$ cat config.mk
export PLATFORM = sky130hd
export DESIGN_NAME = vga_sync_decoder
export DESIGN_NICKNAME = d
export VERILOG_FILES = /design/src/rtl/vga_timing_pkg.sv /design/src/rtl/vga_sync_edge.sv /design/src/rtl/vga_sync_decoder.sv
export SDC_FILE = /design/constraint.sdc
export NUM_CORES = 1
export LEC_CHECK = 0
export BUFFER_PORTS_ARGS = -buffer_cell sky130_fd_sc_hd__clkbuf_2
export CAP_MARGIN = 25
export CORE_MARGIN = 8
export CORE_UTILIZATION = 57
export CTS_CLUSTER_SIZE = 24
export DETAILED_ROUTE_END_ITERATION = 8
export GPL_TIMING_DRIVEN = 1
export PLACE_DENSITY = 0.9
export SLEW_MARGIN = 20
export SYNTH_ARGS = -nofsm -noshare
export SYNTH_HDL_FRONTEND = slang
export SYNTH_HIERARCHICAL = 1
export SYNTH_SLANG_ARGS = --single-unit
$ cat constraint.sdc
create_clock -name clk_25mhz -period 2.8 [get_ports clk_25mhz]
set_input_delay 0 -clock clk_25mhz [delete_from_list [all_inputs] [get_ports clk_25mhz]]
set_output_delay 0 -clock clk_25mhz [all_outputs]
set_load 0.05 [all_outputs]
$ cat src/rtl/vga_timing_pkg.sv
// Shared 640x480@60 timing constants, derived totals/region bounds and the
// sync-decoder FSM state type; imported by the VGA generator and decoder.
package vga_timing_pkg;

   localparam int VGA_H_VIS  = 640;
   localparam int VGA_H_FP   = 16;
   localparam int VGA_H_SYNC = 96;
   localparam int VGA_H_BP   = 48;
   localparam int VGA_V_VIS  = 480;
   localparam int VGA_V_FP   = 10;
   localparam int VGA_V_SYNC = 2;
   localparam int VGA_V_BP   = 33;

   localparam int VGA_H_TOTAL = VGA_H_VIS + VGA_H_FP + VGA_H_SYNC + VGA_H_BP;
   localparam int VGA_V_TOTAL = VGA_V_VIS + VGA_V_FP + VGA_V_SYNC + VGA_V_BP;

   // Pixel region measured from the sync start: sync, back porch, then visible.
   localparam int VGA_H_PIX_FIRST = VGA_H_SYNC + VGA_H_BP;
   localparam int VGA_H_PIX_LAST  = VGA_H_PIX_FIRST + VGA_H_VIS - 1;
   localparam int VGA_V_PIX_FIRST = VGA_V_SYNC + VGA_V_BP;
   localparam int VGA_V_PIX_LAST  = VGA_V_PIX_FIRST + VGA_V_VIS - 1;

   localparam int                CNT_W   = 10;
   localparam logic [CNT_W-1:0] CNT_MAX = '1;

   typedef enum logic [1:0] {
      ST_SEARCH,
      ST_MEASURE,
      ST_LOCKED
   } sync_state_e;

   function automatic logic [CNT_W-1:0] sat_inc(input logic [CNT_W-1:0] v);
      return (v == CNT_MAX) ? v : v + 1'b1;
   endfunction

endpackage

$ cat src/rtl/vga_sync_edge.sv
// Registers one sync input, normalises its polarity and emits a registered
// one-cycle pulse on each transition into the active level.
module vga_sync_edge #(
   parameter bit SYNC_POL = 1'b0
) (
   input  logic clk_25mhz,
   input  logic rst_n,
   input  logic sync,
   output logic start
);

   logic act;
   logic act_q;

   assign act = (sync == SYNC_POL);

   // Registered copy resets to "active" so a sync already asserted when reset
   // releases is not mistaken for a fresh start.
   // NOTE: sequential state uses non-blocking assignments so every register
   // samples pre-edge values regardless of statement order.
   always_ff @(posedge clk_25mhz or negedge rst_n) begin
      if (!rst_n) begin
         act_q <= 1'b1;
         start <= 1'b0;
      end else begin
         act_q <= act;
         start <= act && !act_q;
      end
   end

endmodule

$ cat src/rtl/vga_sync_decoder.sv
// Recovers x/y/de/frame_start from an hsync/vsync pair and locks onto the
// configured timing. Define VGA_SYNC_DECODER_STATS_EN to add err_cnt/meas_* ports.
module vga_sync_decoder
   import vga_timing_pkg::*;
#(
   parameter int H_VIS    = VGA_H_VIS,
   parameter int H_FP     = VGA_H_FP,
   parameter int H_SYNC   = VGA_H_SYNC,
   parameter int H_BP     = VGA_H_BP,
   parameter int V_VIS    = VGA_V_VIS,
   parameter int V_FP     = VGA_V_FP,
   parameter int V_SYNC   = VGA_V_SYNC,
   parameter int V_BP     = VGA_V_BP,
   parameter bit SYNC_POL = 1'b0
) (
   input  logic             clk_25mhz,
   input  logic             rst_n,
   input  logic             hsync,
   input  logic             vsync,
   output logic [CNT_W-1:0] x,
   output logic [CNT_W-1:0] y,
   output logic             de,
   output logic             frame_start,
   output logic             locked,
   output logic             sync_err
`ifdef VGA_SYNC_DECODER_STATS_EN
   ,
   output logic [7:0]       err_cnt,
   output logic [CNT_W-1:0] meas_h_total,
   output logic [CNT_W-1:0] meas_v_total
`endif
);

   localparam logic [CNT_W-1:0] H_LAST      = CNT_W'(H_VIS + H_FP + H_SYNC + H_BP - 1);
   localparam logic [CNT_W-1:0] V_LAST      = CNT_W'(V_VIS + V_FP + V_SYNC + V_BP - 1);
   localparam logic [CNT_W-1:0] H_PIX_FIRST = CNT_W'(H_SYNC + H_BP);
   localparam logic [CNT_W-1:0] H_PIX_LAST  = CNT_W'(H_SYNC + H_BP + H_VIS - 1);
   localparam logic [CNT_W-1:0] V_PIX_FIRST = CNT_W'(V_SYNC + V_BP);
   localparam logic [CNT_W-1:0] V_PIX_LAST  = CNT_W'(V_SYNC + V_BP + V_VIS - 1);

   logic             hs_start;
   logic             vs_start;
   logic [CNT_W-1:0] hcnt;
   logic [CNT_W-1:0] vcnt;
   logic             vpend;
   sync_state_e      state;
   sync_state_e      state_nx;
   logic             vline;
   logic             line_bad;
   logic             frame_bad;
   logic             watchdog;
   logic             err;
   logic             fs_nx;
   logic             h_act;
   logic             v_act;

   vga_sync_edge #(.SYNC_POL(SYNC_POL)) u_hs_edge (
      .clk_25mhz (clk_25mhz),
      .rst_n     (rst_n),
      .sync      (hsync),
      .start     (hs_start)
   );

   vga_sync_edge #(.SYNC_POL(SYNC_POL)) u_vs_edge (
      .clk_25mhz (clk_25mhz),
      .rst_n     (rst_n),
      .sync      (vsync),
      .start     (vs_start)
   );

   // A line is vsync-qualified when a vsync start is pending or arrives with it.
   assign vline     = hs_start && (vpend || vs_start);
   assign line_bad  = hs_start && (hcnt != H_LAST);
   assign frame_bad = vline && (vcnt != V_LAST);
   assign watchdog  = (hcnt == CNT_MAX);

   always_ff @(posedge clk_25mhz or negedge rst_n) begin
      if (!rst_n) begin
         hcnt  <= '0;
         vcnt  <= '0;
         vpend <= 1'b0;
      end else begin
         hcnt <= hs_start ? '0 : sat_inc(hcnt);
         if (hs_start) begin
            vcnt  <= vline ? '0 : sat_inc(vcnt);
            vpend <= 1'b0;
         end else if (vs_start) begin
            vpend <= 1'b1;
         end
      end
   end

   // NOTE: every always_comb output gets a default first so no path can
   // leave it unassigned and infer a latch.
   always_comb begin
      state_nx = state;
      err      = 1'b0;
      fs_nx    = 1'b0;
      unique case (state)
         ST_SEARCH: begin
            if (vs_start) state_nx = ST_SEARCH == ST_SEARCH ? ST_MEASURE : ST_SEARCH;
         end
         ST_MEASURE: begin
            if (line_bad || watchdog) begin
               err      = 1'b1;
               state_nx = ST_SEARCH;
            end else if (frame_bad) begin
               err = 1'b1;
            end else if (vline) begin
               state_nx = ST_LOCKED;
            end
         end
         ST_LOCKED: begin
            if (line_bad || frame_bad || watchdog) begin
               err      = 1'b1;
               state_nx = ST_SEARCH;
            end else if (vline) begin
               fs_nx = 1'b1;
            end
         end
         default: state_nx = ST_SEARCH;
      endcase
   end

   always_ff @(posedge clk_25mhz or negedge rst_n) begin
      if (!rst_n) begin
         state       <= ST_SEARCH;
         sync_err    <= 1'b0;
         frame_start <= 1'b0;
      end else begin
         state       <= state_nx;
         sync_err    <= err;
         frame_start <= fs_nx;
      end
   end

   // Outputs decode registered counters only; nothing combinational from the syncs.
   assign h_act  = (hcnt >= H_PIX_FIRST) && (hcnt <= H_PIX_LAST);
   assign v_act  = (vcnt >= V_PIX_FIRST) && (vcnt <= V_PIX_LAST);
   assign locked = (state == ST_LOCKED);
   assign de     = h_act && v_act && locked;
   assign x      = de ? hcnt - H_PIX_FIRST : '0;
   assign y      = de ? vcnt - V_PIX_FIRST : '0;

`ifdef VGA_SYNC_DECODER_STATS_EN
   always_ff @(posedge clk_25mhz or negedge rst_n) begin
      if (!rst_n) begin
         err_cnt      <= '0;
         meas_h_total <= '0;
         meas_v_total <= '0;
      end else begin
         if (err && (err_cnt != 8'hFF)) err_cnt <= err_cnt + 8'd1;
         if (hs_start) meas_h_total <= hcnt + 1'b1;
         if (vline)    meas_v_total <= vcnt + 1'b1;
      end
   end
`endif

endmodule

==> flow_summary.yaml, run 1 <==
sta:
  drv_slew: 0
  setup_viol: 0
  tightest_slew_ns: 0.824
  setup_ws_ns: 0.0954
  rsz0062_at_grt: "no"
  fmax_mhz: 370
  period_minus_slack_ns: 2.70
  finalCritPeriodShare_pct: 96.6
  relSlewSlack_pct: 44.4
  timing.final.hold_violations: 0
  skew_ns: 0.0164
  final.setup.tns_ns: 0
setup_path:
  critical_path.max_fanout: 9
  cp.required_ns: 2.80
  critPathLaunchType: "flop"
  crit_path_end_kind: "output pin"
  crit_slowest_cell: "dfrtp_1"
  critPathMaxStageDelay_ns: 0.47
  crit_chain: "or3_4 -> or3b_4 -> o22ai_1 -> o211ai_1 -> buf_4 -> nor2_1 -> buf_2"
  path_class: "reg -> out"
  arrival_ns: 2.70
clock_tree:
  cts-buffers-inserted: 5
  max-clock-path-buffers: 2
  cts_root_buf: "clkbuf_4"
  cts_tree: "built"
  clock_sinks: 29
  cts.clk_slew.worst_paths_ns: 0.11
  cts_max_level: 2
  clk_latency_ns: 0.33
synth:
  ys_seq_area_share_pct: 36.3
  synth_area_leader_cell: "dfrtp_1"
  yosysMostFrequentCell: "nor2_1"
  ys_ff_latch: 29
  synth_cell_type_count: 47
  synth_commonest_cells: "nor2_1, dfrtp_1, xnor2_1, inv_1, nand2_1"
  syn-instance-count: 238
  synth_warnings: 6
  async_flop_share_pct: 100
  syn_area_per_cell_um2: 8.43
  synth_top_area_share_pct: 33.7
  synth_edf_count: 0
  syn-num-nets: 254
  synth_area_leaders: "dfrtp_1, nor2_1, ha_1, xnor2_1, nor3_1"
  ys.flop_type: "dfrtp_1"
  synth_area_mm2: 0.00201
pwr:
  p_int_w: 0.000763
  seq_power_share_pct: 45.1
  p_switching_w: 0.000414
  p_clk_share_pct: 25.2
  leakagePower_nw: 1.04
  vdd_ir_drop_max_mv: 0.347
  switching_share_pct: 35.2
  powerDensity_mw_per_mm2: 515
  pwr-share-comb_pct: 29.7
route:
  wl_um: 4670
  drcViolationCount: 0
  vias: 1841
  initialDrtViolationCount: 201
  ant_nets: 0
  viasPerCell: 5.79
  wire_per_inst_um: 14.7
  firstDrtPassIters: 4
floorplanning:
  rows: 21
  core_area_mm2: 0.00336
  fp.dieW_um: 75.3
  die_area_mm2: 0.00568
  initial_core_util_pct: 59.7
  ios: 28
  die_h_um: 75.3
layout:
  layoutNonFillerInstCount: 318
  diodes: 0
  drive_gt1_share_pct: 20.6
  area_growth_pct: 14.0
  final_nets: 287
grt:
  track_usage_pct: 17.8
  antenna_found_initial: 0
  grt_pass1_wl_um: 7760
  grt_max_degree: 30
  grt_overflow: 0
  grt_pass1_vias: 1742
place:
  dp_hpwl_um: 3460
  placed_cells: 306
  numPortBuffers: 27
  gp_congestion: 0.884
  post-place-ws_ns: 0.327
job:
  drv_cap: 0
min_path:
  hold_class: "in -> async"
run_status:
  status: "completed"
## flip-flops by register name (all words and copies together), names as in the netlist
signal and flops:
u_vs_edge/act_q 1, vpend 1, state 2, frame_start 1, u_hs_edge/act_q 1, u_hs_edge/start 1, u_vs_edge/start 1, hcnt 10
sync_err 1, vcnt 10
## power by group through the flow
stage | Combinational, W | Sequential, W | Clock, W
after global placement | 0.000332 | 0.000534 | 0
after detailed placement | 0.000338 | 0.000537 | 0
final | 0.000349 | 0.000531 | 0.000297
after floorplan | 0.000255 | 0.000533 | 0
after CTS | 0.000345 | 0.000529 | 0.000301
after global routing | 0.000392 | 0.000541 | 0.000316
## worst max-delay path: cells and delay by family (launching register included)
family                 cells  cell delay [ns]
AO/OA/AOI/OAI              2             0.37
buffers and inverters      2             0.50
flip-flops                 1             0.47
AND/OR/NAND/NOR            3             1.03
## cell usage in the layout, fill, tap and decap left out, types with 2 or more instances in the layout
cell type       n
nand2b_1        2
a21oi_1        12
buf_2           2
nand4_1         5
nor3_1         12
dfrtp_1        26
nor2_1         44
dlygate4sd3_1   3
clkbuf_8        2
inv_1          16
clkbuf_2       22
dfstp_2         2
nor2b_1         3
nor3b_1         2
xor2_1          4
nand2_1        14
and3_1          2
buf_4          11
nor4b_1         2
nor4_1          3
clkbuf_4        6
nand3_1         7
a21boi_0        2
or3_1           3
ha_1           12
o21ai_0        10
xnor2_1        17
## timing repair
item,4_1_cts,5_1_grt
endpoints found under the hold margin,31,0
gates resized for setup,2,7
hold buffers,3,0
pin swaps,0,1
endpoints found under the setup margin,2,17
buffers inserted,0,1
## per-layer routing
layer	vias up	GRT usage, %	share of wire [%]
met1	843	22.7	43
met2	94	26.6	45
li1	882	-	-
met4	0	11.3	3.8
met5	-	0	0
met3	22	3.82	8.4
## layout make-up
class                           count  area (um2)
Inverter                           16        60.1
Multi-Input combinational cell    180        1130
Fill cell                         286        1080
Timing Repair Buffer               39         240
Clock buffer                        7        65.1
Clock inverter                      1        5.00
Tap cell                           46        57.6
Sequential cell                    29         729
## stage by stage
| step | instance area (um2) | hold slack, ns | total power [W] | util (%) |
|---|---|---|---|---|
| after floorplan | 2010 | -0.296 | 0.000788 | - |
| after global placement | 2170 | 0.0846 | 0.000866 | 64.5 |
| after CTS | 2280 | 0.263 | 0.00117 | 67.7 |
| after detailed placement | 2170 | 0.0881 | 0.000875 | 64.5 |
| after global routing | 2290 | 0.315 | 0.00125 | 68.0 |
| final | 2290 | 0.252 | 0.00118 | 68.0 |
## worst paths after layout
path	cells past startpoint	from	endpoint	slack [ns]
setup reg to reg	5	vcnt[7]	state[0]	0.44
max in group asynchronous	2	rst_n	vcnt[6]	2.06
hold reg to reg	1	u_vs_edge/act_q	u_vs_edge/start	0.47
hold / removal	2	rst_n	vcnt[7]	0.25
setup / recovery	7	vcnt[7]	y[6]	0.1
min in group clk_25mhz	3	vsync	u_vs_edge/act_q	0.34
## cells by family (layout without fill, tap and decap cells)
kind of cell    Yosys count  count (layout)  synth area share (%)
compound gates           36              36                  11.2
flops                    29              29                  36.3
xor+xnor                 21              21                  9.16
buf+inv                  29              63                  7.67
fa+ha+maj                12              12                  7.48
simple gates            111             111                  28.2
No activity file was read; power rests on OpenSTA's default activity.
==> run 2, diff against run 1 <==
--- a/config.mk
+++ b/config.mk
@@ -13,6 +13,7 @@
 export DETAILED_ROUTE_END_ITERATION = 8
 export GPL_TIMING_DRIVEN = 1
 export PLACE_DENSITY = 0.9
+export RECOVER_POWER = 100
 export SLEW_MARGIN = 20
 export SYNTH_ARGS = -nofsm -noshare
 export SYNTH_HDL_FRONTEND = slang
==> run 2 against run 1 <==
Net effect:
- the run now ends with capacitance limit, slew limit left
- sequential share of layout area is 0.19 points higher
- global-route usage stayed put
- worst hold slack better by 0.10 ns
- utilization is 0.41 points lower
- combinational power is 1% lower
- non-clock buffer count stayed put
- total power is 0.41% lower
- first-iteration DRC count is 7.5% higher
- sequential power hardly changed
- clock power hardly changed
- via count is 0.43% lower
==> flow_summary.yaml, run 2 (synthesized netlist as in run 1, its figures left out) <==
floorplanning:
  initial_core_util_pct: 59.7
  die_h_um: 75.3
  die_area_mm2: 0.00568
  core_area_mm2: 0.00336
  fp.dieW_um: 75.3
  ios: 28
  rows: 21
grt:
  grt_overflow: 0
  grt_pass1_vias: 1742
  track_usage_pct: 17.8
  grt_max_degree: 30
  grt_pass1_wl_um: 7760
  antenna_found_initial: 0
place:
  dp_hpwl_um: 3460
  place_area_mm2: 0.00217
  numPortBuffers: 27
  gp_congestion: 0.884
pwr:
  powerDensity_mw_per_mm2: 516
  power.total_w: 0.00117
  vdd_ir_drop_max_mv: 0.345
  leakagePower_nw: 1.02
sta:
  skew_ns: 0.0121
  rsz0062_at_grt: "no"
  tightest_slew_ns: 1.58
  relSlewSlack_pct: -5.22
  fmax_mhz: 373
  fin_hold_ws_ns: 0.353
  timing.final.hold_violations: 0
  setup_viol: 0
  finalCritPeriodShare_pct: 95.8
  drv_slew: 30
  period_minus_slack_ns: 2.68
  final.setup.tns_ns: 0
run_status:
  status: "complete, but fails checks"
  violations: "capacitance limit, slew limit"
clock_tree:
  clock_sinks: 29
  cts_tree: "built"
  cts-buffers-inserted: 5
  clk_latency_ns: 0.33
  cts_root_buf: "clkbuf_4"
  cts_max_level: 2
  cts.clk_slew.worst_paths_ns: 0.10
  max-clock-path-buffers: 2
route:
  vias: 1833
  firstDrtPassIters: 4
  viasPerCell: 5.76
  wire_per_inst_um: 14.8
  drcViolationCount: 0
  wl_um: 4720
  initialDrtViolationCount: 216
  ant_nets: 0
layout:
  multi_input_area_mm2: 0.00113
  fin_area_mm2: 0.00227
  diodes: 0
  area_growth_pct: 13.3
  seqCellArea_um2: 729
  mostFrequentLayoutCells: "nor2_1, dfrtp_1, xnor2_1, clkbuf_2, inv_1"
  fill_cells: 292
  layout_commonest_cell: "nor2_1"
  drive_gt1_share_pct: 18.4
  fin_util_pct: 67.6
  final_nets: 287
  reg.largest.list: "hcnt: 10 flops, vcnt: 10 flops, state: 2 flops"
setup_path:
  crit_path_end_kind: "output pin"
  r2r-end: "vcnt[8]"
  critical_path.max_fanout: 9
  path_class: "reg -> out"
  critPathLaunchType: "flop"
  r2r_setup_slack_ns: 0.35
  r2r_start: "vcnt[1]"
  arrival_ns: 2.68
  reg2reg_depth: 6
  cp.required_ns: 2.80
min_path:
  worstHoldPathCells: 3
  hold_end: "u_vs_edge/act_q"
  hold_class: "in -> reg"
  min_from: "vsync"
job:
  drv_cap: 1
-- run 2: cell count changes in the layout (fill, tap and decap cells not counted), sizes merged --
cell / delta
buf: -1
clkbuf: +1
-- run 2: what timing repair did --
| item | CTS | global route |
|---|---|---|
| buffers inserted | 0 | 1 |
| endpoints found under the hold margin | 31 | 0 |
| hold buffers | 3 | 0 |
| setup endpoints to repair | 2 | 17 |
| pin swaps | 0 | 1 |
| resized for setup | 2 | 7 |
-- run 2: worst max path at each step --
stage          startpoint   end  cells after the start
2_1_floorplan     vcnt[6]  x[7]                      6
3_3_place_gp      vcnt[6]  y[5]                      7
3_5_place_dp      vcnt[6]  y[5]                      7
4_1_cts           vcnt[6]  y[5]                      7
5_1_grt           vcnt[7]  y[5]                      7
6_report          vcnt[7]  y[6]                      7
-- run 2: area by class of cell --
class,count,share of cell area [%]
clock inverters,1,0.220
clock buffers,7,2.86
multi-input cells,180,49.5
flip-flops and latches,29,32.1
well taps,46,2.53
repair buffers,39,10.1
inverters,16,2.64
-- run 2: power by group --
group,switching [W],leakage (nW),internal [W]
Clock,0.000149,0.0413,0.000145
Combinational,0.000202,0.600,0.000143
Sequential,0.0000619,0.383,0.000470
-- run 2: through the flow --
step | std cells | setup WS (ns)
6_report | 318 | 0.117
3_5_place_dp | 306 | 0.327
2_1_floorplan | 238 | 0.123
3_3_place_gp | 306 | 0.433
4_1_cts | 317 | 0.00161
5_1_grt | 318 | 0.00914
-- run 2: critical path, cell delays in order (launching register included) --
cell	delay [ns]
dfrtp_1	0.46
or3_4	0.43
or3b_4	0.44
o22ai_1	0.20
o211ai_1	0.17
buf_4	0.21
nor2_1	0.16
buf_2	0.29
-- run 2: per-layer routing --
metal / vias up / part of all wire (%) / GRT usage (%)
li1: 882 / - / -
met4: 0 / 3.6 / 11.3
met5: - / 0 / 0
met1: 849 / 44 / 22.7
met2: 82 / 45 / 26.6
met3: 20 / 7.6 / 3.82
==> run 3, diff against run 2 <==
--- a/config.mk
+++ b/config.mk
@@ -8,11 +8,10 @@
 export BUFFER_PORTS_ARGS = -buffer_cell sky130_fd_sc_hd__clkbuf_2
 export CAP_MARGIN = 25
 export CORE_MARGIN = 8
-export CORE_UTILIZATION = 57
+export CORE_UTILIZATION = 30
 export CTS_CLUSTER_SIZE = 24
 export DETAILED_ROUTE_END_ITERATION = 8
-export GPL_TIMING_DRIVEN = 1
-export PLACE_DENSITY = 0.9
+export PLACE_DENSITY = 0.58
 export RECOVER_POWER = 100
 export SLEW_MARGIN = 20
 export SYNTH_ARGS = -nofsm -noshare
==> run 3 against run 2 <==
Net effect:
- the flow still finishes with violations (capacitance limit, slew limit)
- non-clock buffer count down 3
- total power up 11%
- critical path depth unchanged
- utilization fell by 32 points
- critical endpoint is now x[7]
- largest cell class unchanged
- largest power group unchanged
==> flow_summary.yaml, run 3 (synthesized netlist as in run 1, its figures left out) <==
layout:
  reg.largest.list: "hcnt: 10 flops, vcnt: 10 flops, state: 2 flops"
  fill_cells: 678
  drive_gt1_share_pct: 16.7
  mostFrequentLayoutCells: "nor2_1, dfrtp_1, clkbuf_2"
  area_growth_pct: 16.4
  final_nets: 284
  diodes: 0
  layout_commonest_cell: "nor2_1"
  fin_area_mm2: 0.00234
floorplanning:
  die_area_mm2: 0.00956
  ios: 28
  die_h_um: 97.8
  initial_core_util_pct: 30.2
  fp.dieW_um: 97.8
  core_area_mm2: 0.00664
  rows: 30
route:
  viasPerCell: 4.89
  initialDrtViolationCount: 150
  wl_um: 4580
  drcViolationCount: 0
  vias: 1707
  firstDrtPassIters: 4
  ant_nets: 0
  wire_per_inst_um: 13.1
clock_tree:
  cts-buffers-inserted: 5
  cts_root_buf: "clkbuf_8"
  clk_latency_ns: 0.28
  post_cts_buffers: 0
  max-clock-path-buffers: 2
  cts.clk_slew.worst_paths_ns: 0.07
  clock_sinks: 29
  cts_max_level: 2
  cts_tree: "built"
sta:
  rsz0062_at_grt: "no"
  final.setup.tns_ns: 0
  relSlewSlack_pct: -5.10
  tightest_slew_ns: 1.58
  finalCritPeriodShare_pct: 94.7
  setup_viol: 0
  drv_slew: 30
  skew_ns: 0.00586
  period_minus_slack_ns: 2.65
  setup_ws_ns: 0.148
  fmax_mhz: 377
  timing.final.hold_violations: 0
grt:
  antenna_found_initial: 0
  grt_overflow: 0
  grt_pass1_wl_um: 7780
  grt_max_degree: 30
  track_usage_pct: 9.91
  grt_pass1_vias: 1668
place:
  place_area_mm2: 0.00220
  dp_hpwl_um: 3390
  gp_congestion: 0.866
  numPortBuffers: 27
  post-place-ws_ns: 0.434
pwr:
  p_switching_w: 0.000430
  powerDensity_mw_per_mm2: 556
  vdd_ir_drop_max_mv: 0.197
  p_int_w: 0.000868
  switching_share_pct: 33.1
  leakagePower_nw: 1.02
  seq_power_share_pct: 42.8
  p_clk_share_pct: 33.8
  pwr-share-comb_pct: 23.4
setup_path:
  path_class: "reg -> out"
  crit_path_end_kind: "output pin"
  critical_path.max_fanout: 11
  cp.required_ns: 2.80
  arrival_ns: 2.65
  critPathLaunchType: "flop"
min_path:
  hold_class: "in -> reg"
run_status:
  violations: "capacitance limit, slew limit"
  status: "complete, but fails checks"
job:
  drv_cap: 1
run 3: path summary, 6_finish.rpt:
| kind | startpoint | to | slack [ns] | cells after the start |
|---|---|---|---|---|
| min reg2reg | u_vs_edge/act_q | u_vs_edge/start | 0.46 | 1 |
| max in group asynchronous | rst_n | state[0] | 1.24 | 2 |
| max | vcnt[6] | x[7] | 0.15 | 7 |
| max reg2reg | vcnt[1] | vcnt[8] | 0.30 | 6 |
| min | hsync | u_hs_edge/act_q | 0.39 | 3 |
| min in group asynchronous | rst_n | hcnt[5] | 0.64 | 2 |
run 3: timing repair:
item / in CTS / in global routing
endpoints found under the setup margin: 0 / 21
resized for setup: 0 / 1
hold buffers: 3 / 0
hold endpoints to repair: 31 / 0
run 3: per-stage QoR:
stage               cells  utilization (%)  power [W]  hold slack, ns
CTS                   349             35.3    0.00131           0.331
floorplan             238                -   0.000788          -0.296
global route          349             35.2    0.00139           0.434
detailed placement    338             33.1   0.000862          0.0990
finish                349             35.2    0.00130           0.395
global placement      338             33.1   0.000859           0.101
run 3: layer usage:
metal / vias to the layer above / global-route usage, % / routed length (um)
met1: 794 / 12.5 / 2240
met2: 37 / 15.8 / 2120
met4: 0 / 4.08 / 51
met3: 2 / 2.42 / 172
met5: - / 0 / 0
li1: 874 / - / -
run 3: area by class of cell:
type / instances / area (um2) / share of cell area (%)
Tap cell: 80 / 100 / 4.28
Clock inverter: 3 / 46.3 / 1.98
Sequential cell: 29 / 728 / 31.2
Multi-Input combinational cell: 180 / 1140 / 48.7
Clock buffer: 5 / 68.8 / 2.95
Timing Repair Buffer: 36 / 195 / 8.36
Inverter: 16 / 60.1 / 2.57
run 3: worst max-delay path, stage by stage, from the launching register on:
cell	delay, ns
dfrtp_1	0.47
or3_4	0.42
or3b_4	0.43
o22ai_1	0.22
o211ai_1	0.14
buf_4	0.20
nor3_1	0.18
clkbuf_2	0.30
run 3: power by group through the flow:
| stage | combinational [W] | clock (W) | sequential (W) |
|---|---|---|---|
| floorplan | 0.000255 | 0 | 0.000533 |
| global placement | 0.000299 | 0 | 0.000560 |
| detailed placement | 0.000301 | 0 | 0.000562 |
| CTS | 0.000308 | 0.000453 | 0.000553 |
| global route | 0.000351 | 0.000471 | 0.000564 |
| finish | 0.000303 | 0.000439 | 0.000556 |
